### src/rtl/strip_check_crc.sv
// RX-side FCS checker: runs CRC-32 over each frame including its FCS, holds back
// the last 4 bytes as FCS candidates and forwards only payload with a bad-frame flag.
module strip_check_crc #(
   parameter logic [31:0] RESIDUE = 32'hDEBB20E3
) (
   input  logic       clock,
   input  logic       aresetn,
   input  logic [7:0] saxis_tdata,
   input  logic       saxis_tvalid,
   output logic       saxis_tready,
   input  logic       saxis_tlast,
   input  logic       saxis_tuser,
   output logic [7:0] maxis_tdata,
   output logic       maxis_tvalid,
   input  logic       maxis_tready,
   output logic       maxis_tlast,
   output logic       maxis_tuser,
   output logic       frame_ok,
   output logic       frame_bad,
   output logic       runt
);

   function automatic logic [31:0] crc32_byte(input logic [31:0] c, input logic [7:0] d);
      logic [31:0] r;
      r = c ^ {24'h0, d};
      for (int unsigned i = 0; i < 8; i++)
         r = r[0] ? ((r >> 1) ^ 32'hEDB88320) : (r >> 1);
      return r;
   endfunction

   logic [31:0] r_crc;
   logic [2:0]  r_fill;
   logic        r_err;
   logic [7:0]  r_win [4];
   logic [7:0]  r_m_data;
   logic        r_m_valid;
   logic        r_m_last;
   logic        r_m_user;
   logic        r_ok;
   logic        r_bad;
   logic        r_runt;

   logic        w_win_full;
   logic        w_accept;
   logic [31:0] w_next_crc;
   logic        w_bad;

   assign w_win_full   = (r_fill == 3'd4);
   assign saxis_tready = !w_win_full || !r_m_valid || maxis_tready;
   assign w_accept     = saxis_tvalid && saxis_tready;
   assign w_next_crc   = crc32_byte(r_crc, saxis_tdata);
   assign w_bad        = (w_next_crc != RESIDUE) || r_err || saxis_tuser;

   always_ff @(posedge clock or negedge aresetn) begin
      if (!aresetn) begin
         r_crc     <= '1;
         r_fill    <= '0;
         r_err     <= 1'b0;
         for (int unsigned i = 0; i < 4; i++) r_win[i] <= '0;
         r_m_data  <= '0;
         r_m_valid <= 1'b0;
         r_m_last  <= 1'b0;
         r_m_user  <= 1'b0;
         r_ok      <= 1'b0;
         r_bad     <= 1'b0;
         r_runt    <= 1'b0;
      end else begin
         r_ok   <= 1'b0;
         r_bad  <= 1'b0;
         r_runt <= 1'b0;
         if (r_m_valid && maxis_tready)
            r_m_valid <= 1'b0;
         if (w_accept) begin
            // Window always shifts toward index 0, so r_win[0] is the oldest byte once full.
            r_win[0] <= r_win[1];
            r_win[1] <= r_win[2];
            r_win[2] <= r_win[3];
            r_win[3] <= saxis_tdata;
            if (w_win_full) begin
               r_m_valid <= 1'b1;
               r_m_data  <= r_win[0];
               r_m_last  <= saxis_tlast;
               r_m_user  <= saxis_tlast && w_bad;
            end
            if (saxis_tlast) begin
               r_crc  <= '1;
               r_fill <= '0;
               r_err  <= 1'b0;
               if (w_win_full) begin
                  r_ok  <= !w_bad;
                  r_bad <= w_bad;
               end else begin
                  r_runt <= 1'b1;
               end
            end else begin
               r_crc <= w_next_crc;
               if (!w_win_full)
                  r_fill <= r_fill + 3'd1;
               if (saxis_tuser)
                  r_err <= 1'b1;
            end
         end
      end
   end

   assign maxis_tdata  = r_m_data;
   assign maxis_tvalid = r_m_valid;
   assign maxis_tlast  = r_m_last;
   assign maxis_tuser  = r_m_user;
   assign frame_ok     = r_ok;
   assign frame_bad    = r_bad;
   assign runt         = r_runt;

endmodule

### config.mk
export PLATFORM = sky130hd
export DESIGN_NAME = strip_check_crc
export DESIGN_NICKNAME = d
export VERILOG_FILES = /design/src/rtl/strip_check_crc.sv
export SDC_FILE = /design/constraint.sdc
export NUM_CORES = 1
export LEC_CHECK = 0
export CORE_ASPECT_RATIO = 0.6
export CORE_MARGIN = 5
export CORE_UTILIZATION = 40
export CTS_CLUSTER_SIZE = 8
export DETAILED_ROUTE_END_ITERATION = 10
export GPL_TIMING_DRIVEN = 1
export MAX_ROUTING_LAYER = met4
export PLACE_DENSITY_LB_ADDON = 0.15
export SLEW_MARGIN = 10
export SYNTH_ARGS = -nofsm -noshare
export SYNTH_HDL_FRONTEND = slang
export SYNTH_SLANG_ARGS = --single-unit
### constraint.sdc
create_clock -name clock -period 3.2 [get_ports clock]
set_input_delay 0.48 -clock clock [delete_from_list [all_inputs] [get_ports clock]]
set_output_delay 0.48 -clock clock [all_outputs]
set_load 0.01 [all_outputs]
Yosys cells after proc, flatten, opt, wreduce, memory -nomap -nowiden. Cells that the tools add are included.

Bits in registers: 82. Logic and storage cells: 66. Input bits: 14.

Reduce and logical (&&, ||, !) cells: 14. Eq/ne operators: 3. Bitwise gates (word level): 9. Add/subtract/negate cells: 1. Mux-type cells: 25.

Operator list (count): 2-to-1 mux 32 bit (9); NOT 13 -> 14 bit (8); inequality test 32 bit (second input constant) (1); bitwise XOR 32 x 8 -> 32 bit (1); 2-to-1 mux 1 bit (14); 2-to-1 mux 3 bit (2); AND reduction 2 bit (3); logical OR 1 bit (4); adder 3 x 1 -> 3 bit (second input constant) (1); == test 3 bit (second input constant) (1); logical AND 1 bit (3); zero test 1 bit (3); inequality test 2 bit (second input constant) (1); nonzero test 2 bit (1).

Depth between registers and ports, before layout. Gate-level depths: netlist of run 1.

Word-level depth: 24. Mapped depth: 10. Depth with buffers taken out: 10.

Worst setup path after synthesis of run 1. Ideal clock, no wire load.

Path kind: reg2reg. From: register r_crc[6]. To: register r_ok (netlist: frame_ok). Setup time: 0.073 ns. Stages on the path, launching flop included: 8. Buffers on the path: 0. Setup slack: 0.712 ns. Required time: 3.127 ns. Data arrival time: 2.415 ns. Cell sequence: dfstp_2 xor2_2 xnor2_2 xnor2_1 or4b_1 a211o_1 a2111oi_4 nor2b_1.

Longest elaborated chain between the ends: 18.

Ends and longest elaborated chain: start: declaration (RTL line 31) `logic [31:0] r_crc;`; start signal: assignment (RTL line 96) `r_crc <= w_next_crc;`; bitwise XOR 32 x 8 -> 32 bit (*) (RTL line 25) `r = c ^ {24'h0, d};`; NOT 13 -> 14 bit (no source line); 2-to-1 mux 32 bit (*) (7 in a row) (RTL line 27) `r = r[0] ? ((r >> 1) ^ 32'hEDB88320) : (r >> 1);`; NOT 13 -> 14 bit (no source line); 2-to-1 mux 32 bit (*) (RTL line 27); inequality test 32 bit (*) (RTL line 52) `assign w_bad = (w_next_crc != RESIDUE) || r_err || saxis_tuser;`; logical OR 1 bit (*) (2 in a row) (RTL line 52); zero test 1 bit (*) (RTL line 90) `r_ok <= !w_bad;`; 2-to-1 mux 1 bit (*) (RTL line 89) `if (w_win_full) begin`; 2-to-1 mux 1 bit (*) (RTL line 85) `if (saxis_tlast) begin`; 2-to-1 mux 1 bit (*) (RTL line 73) `if (w_accept) begin`; end signal: assignment (RTL line 90); end: declaration (RTL line 39) `logic r_ok;`.

Every way passes the cells marked *; elsewhere a longest branch is shown, timed or not. A chain may end at the register's enable or synchronous reset.

Worst setup path in the final report of run 1.
From: input port saxis_tdata[1]. To: register r_ok (netlist: frame_ok).

Longest elaborated chain between the ends: 20.

Ends and longest elaborated chain: start: declaration (RTL line 8) `input logic [7:0] saxis_tdata,`; bitwise XOR 32 x 8 -> 32 bit (*) (RTL line 25); 2-to-1 mux 32 bit (*) (2 in a row) (RTL line 27); NOT 13 -> 14 bit (no source line) / 2-to-1 mux 32 bit (equally long branches); 2-to-1 mux 32 bit (*) (2 in a row) (RTL line 27); NOT 13 -> 14 bit (no source line) / 2-to-1 mux 32 bit (equally long branches); 2-to-1 mux 32 bit (*) (RTL line 27); NOT 13 -> 14 bit (no source line) / 2-to-1 mux 32 bit (equally long branches); 2-to-1 mux 32 bit (*) (RTL line 27); NOT 13 -> 14 bit (no source line) / 2-to-1 mux 32 bit (equally long branches); 2-to-1 mux 32 bit (*) (2 in a row) (RTL line 27); inequality test 32 bit (*) (RTL line 52); logical OR 1 bit (*) (2 in a row) (RTL line 52); zero test 1 bit (*) (RTL line 90); 2-to-1 mux 1 bit (*) (RTL line 89); 2-to-1 mux 1 bit (*) (RTL line 85); 2-to-1 mux 1 bit (*) (RTL line 73).

Marks and branches as above.

==> results of run 1 <==
-- per-stage QoR --
step	setup TNS (ns)	cells	util (%)	hold WS (ns)
after global placement	0	613	47.43	0.4486
after floorplan	0	434	-	0.1844
after global routing	0	629	50.29	0.1936
after CTS	0	629	50.29	0.1812
final	0	629	50.29	0.1668
after detailed placement	-0.03723	613	47.43	0.4503
-- worst max-delay path, stage by stage --
cell and delay [ns]:
clkdlybuf4s50_1 0.60, xor2_2 0.33, xnor3_1 0.49, or3_1 0.31, a211oi_1 0.31, o211ai_2 0.15
a2111oi_4 0.30, nor2b_1 0.18
-- power by group --
| group | total (µW) | internal, µW | switching [µW] |
|---|---|---|---|
| clock | 1060 | 630 | 431 |
| combinational | 3700 | 1920 | 1780 |
| sequential | 1700 | 1450 | 249 |
-- final timing paths --
kind,slack [ns],endpoint,cells after the start
worst max-delay path,0.32,frame_ok$_DFF_PN0_,8
worst min-delay path,0.17,r_win[1]$_DFFE_PN0P_,2
worst max register to register,0.49,frame_ok$_DFF_PN0_,7
worst min register to register,0.46,r_win[31]$_DFFE_PN0P_,2
max in group asynchronous,2.66,r_crc[27]$_DFFE_PN1P_,2
min in group clock,0.46,r_win[31]$_DFFE_PN0P_,2
-- logic make-up (layout without fill, tap and decap cells) --
kind of cell	count (synthesis)	in the layout	synth area share (%)
AOI/OAI and AO/OA	52	52	7.675
buffers and inverters	27	83	2.558
DFF	82	82	47.01
muxes	13	13	3.149
adders and majority gates	3	3	0.8435
xor gates and xnor gates	84	84	22.10
and+or+nand+nor	173	173	16.67
-- area by class of cell --
cell class                 count  area, µm²  area share [%]
inverter                       8      30.03          0.5579
timing repair buffer          59      535.5           9.949
multi-input combinational    325       2246           41.72
sequential                    82       2092           38.87
tap                          139      173.9           3.231
clock buffer                  11      242.7           4.510
clock inverter                 5      62.56           1.162
-- state kept, by name (all words and copies together), names as in the netlist --
| register | cells |
|---|---|
| frame_bad | 1 |
| r_err | 1 |
| r_win | 32 |
| runt | 1 |
| frame_ok | 1 |
| maxis_tdata | 8 |
| r_fill | 3 |
| maxis_tlast | 1 |
| r_crc | 32 |
| maxis_tvalid | 1 |
| maxis_tuser | 1 |
-- layer usage --
| layer | wire length [µm] | up-vias | GRT usage, % |
|---|---|---|---|
| met3 | 521 | 10 | 4.187 |
| li1 | - | 1526 | - |
| met2 | 3863 | 62 | 21.16 |
| met1 | 5550 | 1512 | 26.15 |
| met4 | 114 | 0 | 4.460 |
| met5 | 0 | - | - |
-- cells in the mapped netlist (2+ instances only) --
| library cell | instances |
|---|---|
| xnor2_2 | 8 |
| nor3_1 | 3 |
| o22a_1 | 4 |
| inv_1 | 8 |
| nand3b_1 | 4 |
| or3_1 | 4 |
| dfstp_2 | 32 |
| o22ai_1 | 2 |
| xnor2_4 | 2 |
| nand3_1 | 5 |
| dfrtp_1 | 50 |
| o2111ai_1 | 2 |
| a21oi_1 | 29 |
| buf_1 | 2 |
| nand2_1 | 111 |
| xnor2_1 | 47 |
| and3_1 | 2 |
| mux2_2 | 8 |
| nor2_1 | 30 |
| nand2b_1 | 2 |
| xnor3_2 | 2 |
| ha_1 | 3 |
| xor2_1 | 15 |
| a22oi_1 | 2 |
| a211o_1 | 2 |
| o21ai_0 | 3 |
| xor2_2 | 3 |
| clkbuf_1 | 14 |
| mux2i_1 | 5 |
| a211oi_1 | 2 |
| xnor3_1 | 6 |
==> flow_metrics.env, run 1 <==
export IMPL_fin_nets=502
export IMPL_rsz0062_at_grt="false"
export IMPL_ant_nets=0
export IMPL_rows=29
export IMPL_layout_drive_gt1_share_pct=22.65
export IMPL_syn_inst=434
export IMPL_vias_per_cell=4.944
export IMPL_status="finished clean"
export IMPL_p_total_uw=6456
export IMPL_start_util_pct=41.58
export IMPL_wl_per_cell_um=15.98
export IMPL_final_cell_mix="nand2_1, dfrtp_1, xnor2_1"
export IMPL_synthFlopType="dfrtp_1"
export IMPL_dr_pass1_iters=4
export IMPL_final_min_clock_period_ns=2.876
export IMPL_ios=29
export IMPL_core_area_um2=10700
export IMPL_dp_hpwl_um=6967
export IMPL_yosysWarningCount=0
export IMPL_cp_end_kind="register"
export IMPL_grt_ovfl_total=0
export IMPL_synth_edf_count=0
export IMPL_maxCapViolations=0
export IMPL_fin_area_um2=5383
export IMPL_syn_to_final_growth_pct=20.94
export IMPL_tightest_slew_ns=0.7285
export IMPL_yosys_top_cells_area="dfrtp_1, dfstp_2, nand2_1"
export IMPL_syn_num_nets=451
export IMPL_layout_commonest_cell="nand2_1"
export IMPL_crit_type="input pin to register"
export IMPL_fmax_ghz=0.3477
export IMPL_timing_final_hold_violations=0
export IMPL_cts_resized=0
export IMPL_synth_top_area_share_pct=28.11
export IMPL_crit_start="saxis_tdata[1]"
export IMPL_io_buffers=28
export IMPL_synth_area_um2=4451
export IMPL_synthArstFlopShare_pct=100.0
export IMPL_r2r_start="r_crc[1]$_DFFE_PN1P_"
export IMPL_vias=3110
export IMPL_drt_wl_total_um=10050
export IMPL_fin_worst_skew_ns=0.005953
export IMPL_place_ws_ns=-0.03529
export IMPL_grt_max_degree=83
export IMPL_grt_util_all_layers_pct=16.80
export IMPL_hold_buffers=0
export IMPL_gp_congestion=0.8476
export IMPL_worstSkewPairLatency_ns=0.34
export IMPL_cts_tree="yes"
export IMPL_ys_ff_latch=82
export IMPL_cp_start_kind="input pin"
export IMPL_cp_required_ns=3.47
export IMPL_cts_made_buffers=9
export IMPL_cp_max_fo=7
export IMPL_grt_antenna_before_repair=0
export IMPL_setup_viol=0
export IMPL_dieArea_um2=13410
export IMPL_cts_root_buf="clkbuf_16"
export IMPL_power_density_nw_per_um2=1199
export IMPL_cts_post_setup_buffers_inserted=0
export IMPL_hold_class="input pin to asynchronous set/reset pin"
export IMPL_clockBufferDepth=2
export IMPL_num_fill_cells=970
export IMPL_die_h_um=91.71
export IMPL_slew_viol_final=0
export IMPL_drc_errors=0
export IMPL_cts_htree_levels=3
export IMPL_clock_sinks=82
export IMPL_vdd_drop_max_v=0.0005332
export IMPL_postSynthAreaPerCell_um2=10.25
export IMPL_finalCritPeriodShare_pct=89.87
export IMPL_detail_route_iter0_violations=220
export IMPL_die_x_um=146.2
export IMPL_cp_arrival_ns=3.15
export IMPL_layout_setup_ws_ns=0.3242
export IMPL_path_clk_slew_ns=0.06
export IMPL_ys_seq_area_share_pct=47.01
export IMPL_relSlewSlack_pct=51.43
export IMPL_leakage_uw=0.002429
export IMPL_grt_pass1_wl_um=17190
export IMPL_diodes=0
export IMPL_yosys_area_top_type="dfrtp_1"
export IMPL_synth_distinct_cells=53
export IMPL_grt_pass1_vias=3096
export IMPL_dpl_cell_area_um2=5077
Note: power is estimated with default switching activity, not from simulation.
==> run 2, diff against run 1 <==
- clock period: 3.2 -> 2.38 ns (I/O delays scaled with it)
==> flow_metrics.env, run 2 (synthesized netlist as in run 1, its figures left out) <==
export IMPL_status="finished with violations"
export IMPL_violations="negative setup slack"
export IMPL_tightest_slew_ns=0.5957
export IMPL_ant_nets=0
export IMPL_num_fill_cells=920
export IMPL_layout_cells_non_filler=673
export IMPL_relSlewSlack_pct=60.00
export IMPL_r2r_start="r_crc[1]$_DFFE_PN1P_"
export IMPL_slew_viol_final=0
export IMPL_die_h_um=91.71
export IMPL_gp_congestion=0.9336
export IMPL_cp_top_family="compound AO/OA/AOI/OAI gates"
export IMPL_grt_antenna_before_repair=0
export IMPL_final_min_clock_period_ns=2.619
export IMPL_io_buffers=28
export IMPL_r2r_slack_ns=-0.24
export IMPL_hold_path_depth=3
export IMPL_grt_ovfl_total=0
export IMPL_hold_class="input pin to register"
export IMPL_power_density_nw_per_um2=1707
export IMPL_grt_pass1_wl_um=18400
export IMPL_maxCapViolations=0
export IMPL_core_area_um2=10700
export IMPL_layout_setup_ws_ns=-0.2386
export IMPL_layout_commonest_cell="nand2_1"
export IMPL_dp_cells=642
export IMPL_crit_type="register to register"
export IMPL_path_cells="xnor2_4 -> buf_6 -> xnor2_2 -> or4b_1 -> a211o_1 -> a2111oi_4 -> nor2b_2"
export IMPL_r2r_end="frame_ok$_DFF_PN0_"
export IMPL_dp_hpwl_um=7842
export IMPL_dr_pass1_iters=5
export IMPL_worstSkewPairLatency_ns=0.34
export IMPL_hp_start="saxis_tdata[3]"
export IMPL_clockBufferDepth=2
export IMPL_grt_util_all_layers_pct=17.95
export IMPL_ios=29
export IMPL_grt_pass1_vias=3348
export IMPL_tns_ns=-0.6170
export IMPL_cp_end_kind="register"
export IMPL_cts_made_buffers=9
export IMPL_drc_errors=0
export IMPL_cp_slowest_stage_delay_ns=0.66
export IMPL_cp_arrival_ns=2.89
export IMPL_cts_htree_levels=3
export IMPL_setup_viol=3
export IMPL_cts_root_buf="clkbuf_16"
export IMPL_vias_per_cell=4.920
export IMPL_vias=3311
export IMPL_cp_start_kind="register"
export IMPL_timing_final_hold_violations=0
export IMPL_fin_nets=546
export IMPL_wl_per_cell_um=16.71
export IMPL_clock_sinks=82
export IMPL_reg2regPathDepth=7
export IMPL_path_buf_inv=1
export IMPL_start_util_pct=41.58
export IMPL_vdd_drop_max_v=0.0007372
export IMPL_min_to="r_win[3]$_DFFE_PN0P_"
export IMPL_diodes=0
export IMPL_syn_to_final_growth_pct=35.62
export IMPL_dieArea_um2=13410
export IMPL_grt_max_degree=49
export IMPL_cts_tree="yes"
export IMPL_cp_max_fo=3
export IMPL_leakage_uw=0.002791
export IMPL_slowest_stage="dfstp_2"
export IMPL_die_x_um=146.2
export IMPL_fin_worst_skew_ns=0.008240
export IMPL_path_clk_slew_ns=0.06
export IMPL_finalCritPeriodShare_pct=110.0
export IMPL_detail_route_iter0_violations=197
export IMPL_layout_drive_gt1_share_pct=32.40
export IMPL_drt_wl_total_um=11250
export IMPL_final_cell_mix="nand2_1, buf_4, dfrtp_1"
export IMPL_rows=29
export IMPL_rsz0062_at_grt="true"
export IMPL_cp_required_ns=2.65
export IMPL_fmax_ghz=0.3819
run 2: changes by cell type in the layout (fill, tap and decap cells not counted), sizes merged:
cell	change
buf	+43
clkdlybuf4s50	-6
dlymetal6s2s	+5
bufinv	+2
clkinvlp	-2
clkbuf	-1
clkinv	+1
dlygate4sd2	+1
dlygate4sd3	+1
run 2: per-stage QoR:
stage	util (%)	power [µW]	hold slack (ns)	setup WS, ns	cell area (µm²)
after CTS	54.04	9647	0.4663	-0.3291	5784
final	56.39	10310	0.3490	-0.2386	6036
after floorplan	-	5623	0.06141	-0.04515	4473
after detailed placement	50.03	7802	0.3549	-0.6898	5355
after global routing	56.39	10930	0.3627	-0.3449	6036
after global placement	50.03	7716	0.3461	-0.6259	5355
run 2: routing by layer:
layer | routed length [µm] | track usage [%] | vias to the layer above
met5 | 0 | - | -
met4 | 49 | 3.756 | 0
met3 | 627 | 4.680 | 6
met2 | 4831 | 24.93 | 73
met1 | 5737 | 26.35 | 1627
li1 | - | - | 1605
run 2: area by class of cell:
class / instances / area, µm² / share of cell area (%)
sequential: 82 / 2092 / 34.66
tap: 139 / 173.9 / 2.881
clock buffer: 10 / 229.0 / 3.794
multi-input combinational: 325 / 2442 / 40.46
clock inverter: 6 / 112.6 / 1.866
timing repair buffer: 103 / 955.9 / 15.84
inverter: 8 / 30.03 / 0.4975
run 2: worst max-delay path by stage:
stage,start,endpoint,slack [ns],depth (start not counted)
after floorplan,r_crc[6]$_DFFE_PN1P_,frame_ok$_DFF_PN0_,-0.05,7
after global placement,saxis_tdata[0],frame_ok$_DFF_PN0_,-0.63,10
after detailed placement,saxis_tdata[2],frame_ok$_DFF_PN0_,-0.69,9
after CTS,r_crc[4]$_DFFE_PN1P_,frame_ok$_DFF_PN0_,-0.33,9
after global routing,r_crc[1]$_DFFE_PN1P_,frame_ok$_DFF_PN0_,-0.34,7
final,r_crc[1]$_DFFE_PN1P_,frame_ok$_DFF_PN0_,-0.24,7
run 2: report_power, final:
part	internal, µW	total [µW]	leakage (µW)	switching, µW
clock	1030	1600	0.000167	571
sequential	1950	2320	0.000976	371
combinational	3560	6390	0.00165	2830
run 2: what timing repair did:
item,4_1_cts,5_1_grt
buffers inserted,5,9
pin swaps,9,19
hold buffers,1,0
hold endpoints to repair,16,0
resized for setup,10,28
endpoints found under the setup margin,3,4
run 2: worst reg2reg max path, stage by stage (launching register included):
cell and delay [ns]:
dfstp_2 0.66, xnor2_4 0.19, buf_6 0.17, xnor2_2 0.08, or4b_1 0.51, a211o_1 0.31
a2111oi_4 0.43, nor2b_2 0.21
==> run 3, diff against run 2 <==
- CORE_ASPECT_RATIO: 0.6 -> 0.75
- SLEW_MARGIN: 10 -> default
==> flow_metrics.env, run 3 (synthesized netlist as in run 1, its figures left out) <==
export IMPL_grt_pass1_wl_um=17130
export IMPL_die_x_um=131.8
export IMPL_crit_type="register to register"
export IMPL_vdd_drop_max_v=0.0006052
export IMPL_dieArea_um2=13360
export IMPL_path_cells="buf_4 -> xor3_2 -> xnor3_1 -> nand2b_1 -> mux2i_1 -> o2111ai_2 -> a2111oi_4 -> nor2b_1"
export IMPL_finalCritPeriodShare_pct=105.1
export IMPL_relSlewSlack_pct=66.90
export IMPL_tns_ns=-0.3152
export IMPL_power_internal_uw=5919
export IMPL_dr_pass1_iters=4
export IMPL_rsz0062_at_grt="true"
export IMPL_setup_viol=3
export IMPL_status="finished with violations"
export IMPL_cts_htree_levels=3
export IMPL_path_clk_slew_ns=0.06
export IMPL_detail_route_iter0_violations=191
export IMPL_final_min_clock_period_ns=2.502
export IMPL_rows=33
export IMPL_hold_class="input pin to register"
export IMPL_grt_util_all_layers_pct=16.64
export IMPL_slew_viol_final=0
export IMPL_switching_share_pct=37.14
export IMPL_vias_per_cell=4.793
export IMPL_grt_max_degree=67
export IMPL_cp_max_fo=3
export IMPL_gp_congestion=0.8765
export IMPL_syn_to_final_growth_pct=30.73
export IMPL_cts_tree="yes"
export IMPL_io_buffers=28
export IMPL_final_cell_mix="nand2_1, buf_4, dfrtp_1"
export IMPL_p_total_uw=9417
export IMPL_grt_pass1_vias=3272
export IMPL_clockBufferDepth=2
export IMPL_fin_util_pct=53.37
export IMPL_cts_made_buffers=9
export IMPL_num_fill_cells=988
export IMPL_cp_required_ns=2.65
export IMPL_layout_drive_gt1_share_pct=29.62
export IMPL_seqPwrFrac_pct=24.4
export IMPL_switchingPower_uw=3498
export IMPL_cp_end_kind="register"
export IMPL_diodes=0
export IMPL_fmax_ghz=0.3996
export IMPL_cp_top_family="XOR/XNOR gates"
export IMPL_ant_nets=0
export IMPL_tightest_slew_ns=0.4966
export IMPL_drt_wl_total_um=10290
export IMPL_crit_cells=8
export IMPL_clock_sinks=82
export IMPL_cp_start_kind="register"
export IMPL_layout_setup_ws_ns=-0.1225
export IMPL_layout_commonest_cell="nand2_1"
export IMPL_cp_arrival_ns=2.77
export IMPL_fin_worst_skew_ns=0.007283
export IMPL_dp_cells=644
export IMPL_wl_per_cell_um=15.36
export IMPL_hold_path_depth=3
export IMPL_core_area_um2=10900
export IMPL_maxCapViolations=0
export IMPL_start_util_pct=40.83
export IMPL_grt_antenna_before_repair=0
export IMPL_dpl_cell_area_um2=5351
export IMPL_layout_cells_non_filler=670
export IMPL_worstSkewPairLatency_ns=0.34
export IMPL_leakage_uw=0.002671
export IMPL_vias=3211
export IMPL_fin_nets=542
export IMPL_final_seq_area_um2=2092
export IMPL_reg2regPathDepth=8
export IMPL_drc_errors=0
export IMPL_ios=29
export IMPL_violations="negative setup slack"
export IMPL_timing_final_hold_violations=0
export IMPL_clock_power_share_pct=15.2
export IMPL_cts_root_buf="clkbuf_16"
export IMPL_die_h_um=101.4
export IMPL_dp_hpwl_um=7351
export IMPL_grt_ovfl_total=0
export IMPL_multi_input_area_um2=2338
export IMPL_cp_slowest_stage_delay_ns=0.58
export IMPL_power_share_combinational_pct=60.4
export IMPL_power_density_nw_per_um2=1619
export IMPL_fin_area_um2=5818
export IMPL_path_buf_inv=1
export IMPL_slowest_stage="dfstp_2"
## run 3: stage by stage
stage	setup WS, ns	hold WS, ns
global placement	-0.5777	0.3599
finish	-0.1225	0.3826
detailed placement	-0.5875	0.3611
CTS	-0.1349	0.4310
floorplan	-0.04515	0.06141
global route	-0.2479	0.4028
## run 3: routing by layer
| metal | share of wire [%] | wire length [µm] | track usage [%] | up-vias |
|---|---|---|---|---|
| li1 | - | - | - | 1608 |
| met1 | 52 | 5358 | 23.85 | 1542 |
| met2 | 43 | 4461 | 23.99 | 50 |
| met3 | 3.4 | 354 | 3.476 | 11 |
| met4 | 1.1 | 116 | 4.585 | 0 |
| met5 | 0 | 0 | - | - |
## run 3: worst reg2reg max path, stage by stage, from the launching register on
cell	delay, ns
dfstp_2	0.58
buf_4	0.13
xor3_2	0.32
xnor3_1	0.37
nand2b_1	0.15
mux2i_1	0.16
o2111ai_2	0.19
a2111oi_4	0.36
nor2b_1	0.18
## run 3: worst paths after layout
| check | start | to | slack, ns |
|---|---|---|---|
| worst max-delay path | r_crc[2]$_DFFE_PN1P_ | frame_ok$_DFF_PN0_ | -0.12 |
| worst min-delay path | saxis_tdata[6] | r_win[6]$_DFFE_PN0P_ | 0.38 |
| worst max register to register | r_crc[2]$_DFFE_PN1P_ | frame_ok$_DFF_PN0_ | -0.12 |
| worst min register to register | r_win[5]$_DFFE_PN0P_ | r_win[13]$_DFFE_PN0P_ | 0.46 |
| max in group asynchronous | aresetn | r_crc[0]$_DFFE_PN1P_ | 1.18 |
| min in group asynchronous | aresetn | r_fill[0]$_DFFE_PN0P_ | 0.53 |
## run 3: power by group through the flow
stage          Clock (µW)  Combinational (µW)  Sequential, µW
4_1_cts              1480                5670            2300
2_1_floorplan           0                3360            2270
3_3_place_gp            0                5340            2290
3_5_place_dp            0                5410            2300
5_1_grt              1530                6160            2350
6_report             1440                5690            2290
## run 3: area by class of cell
| cell class | instances | area share (%) |
|---|---|---|
| flip-flops and latches | 82 | 35.96 |
| clock buffers | 9 | 3.871 |
| repair buffers | 99 | 14.99 |
| well taps | 140 | 3.011 |
| inverters | 8 | 0.5161 |
| clock inverters | 7 | 1.462 |
| multi-input cells | 325 | 40.19 |
## run 3: repair_timing
item	CTS	global route
endpoints found under the hold margin	12	0
setup endpoints to repair	3	4
hold buffers	1	0
pin swaps	13	4
buffers inserted	9	1
resized for setup	17	3
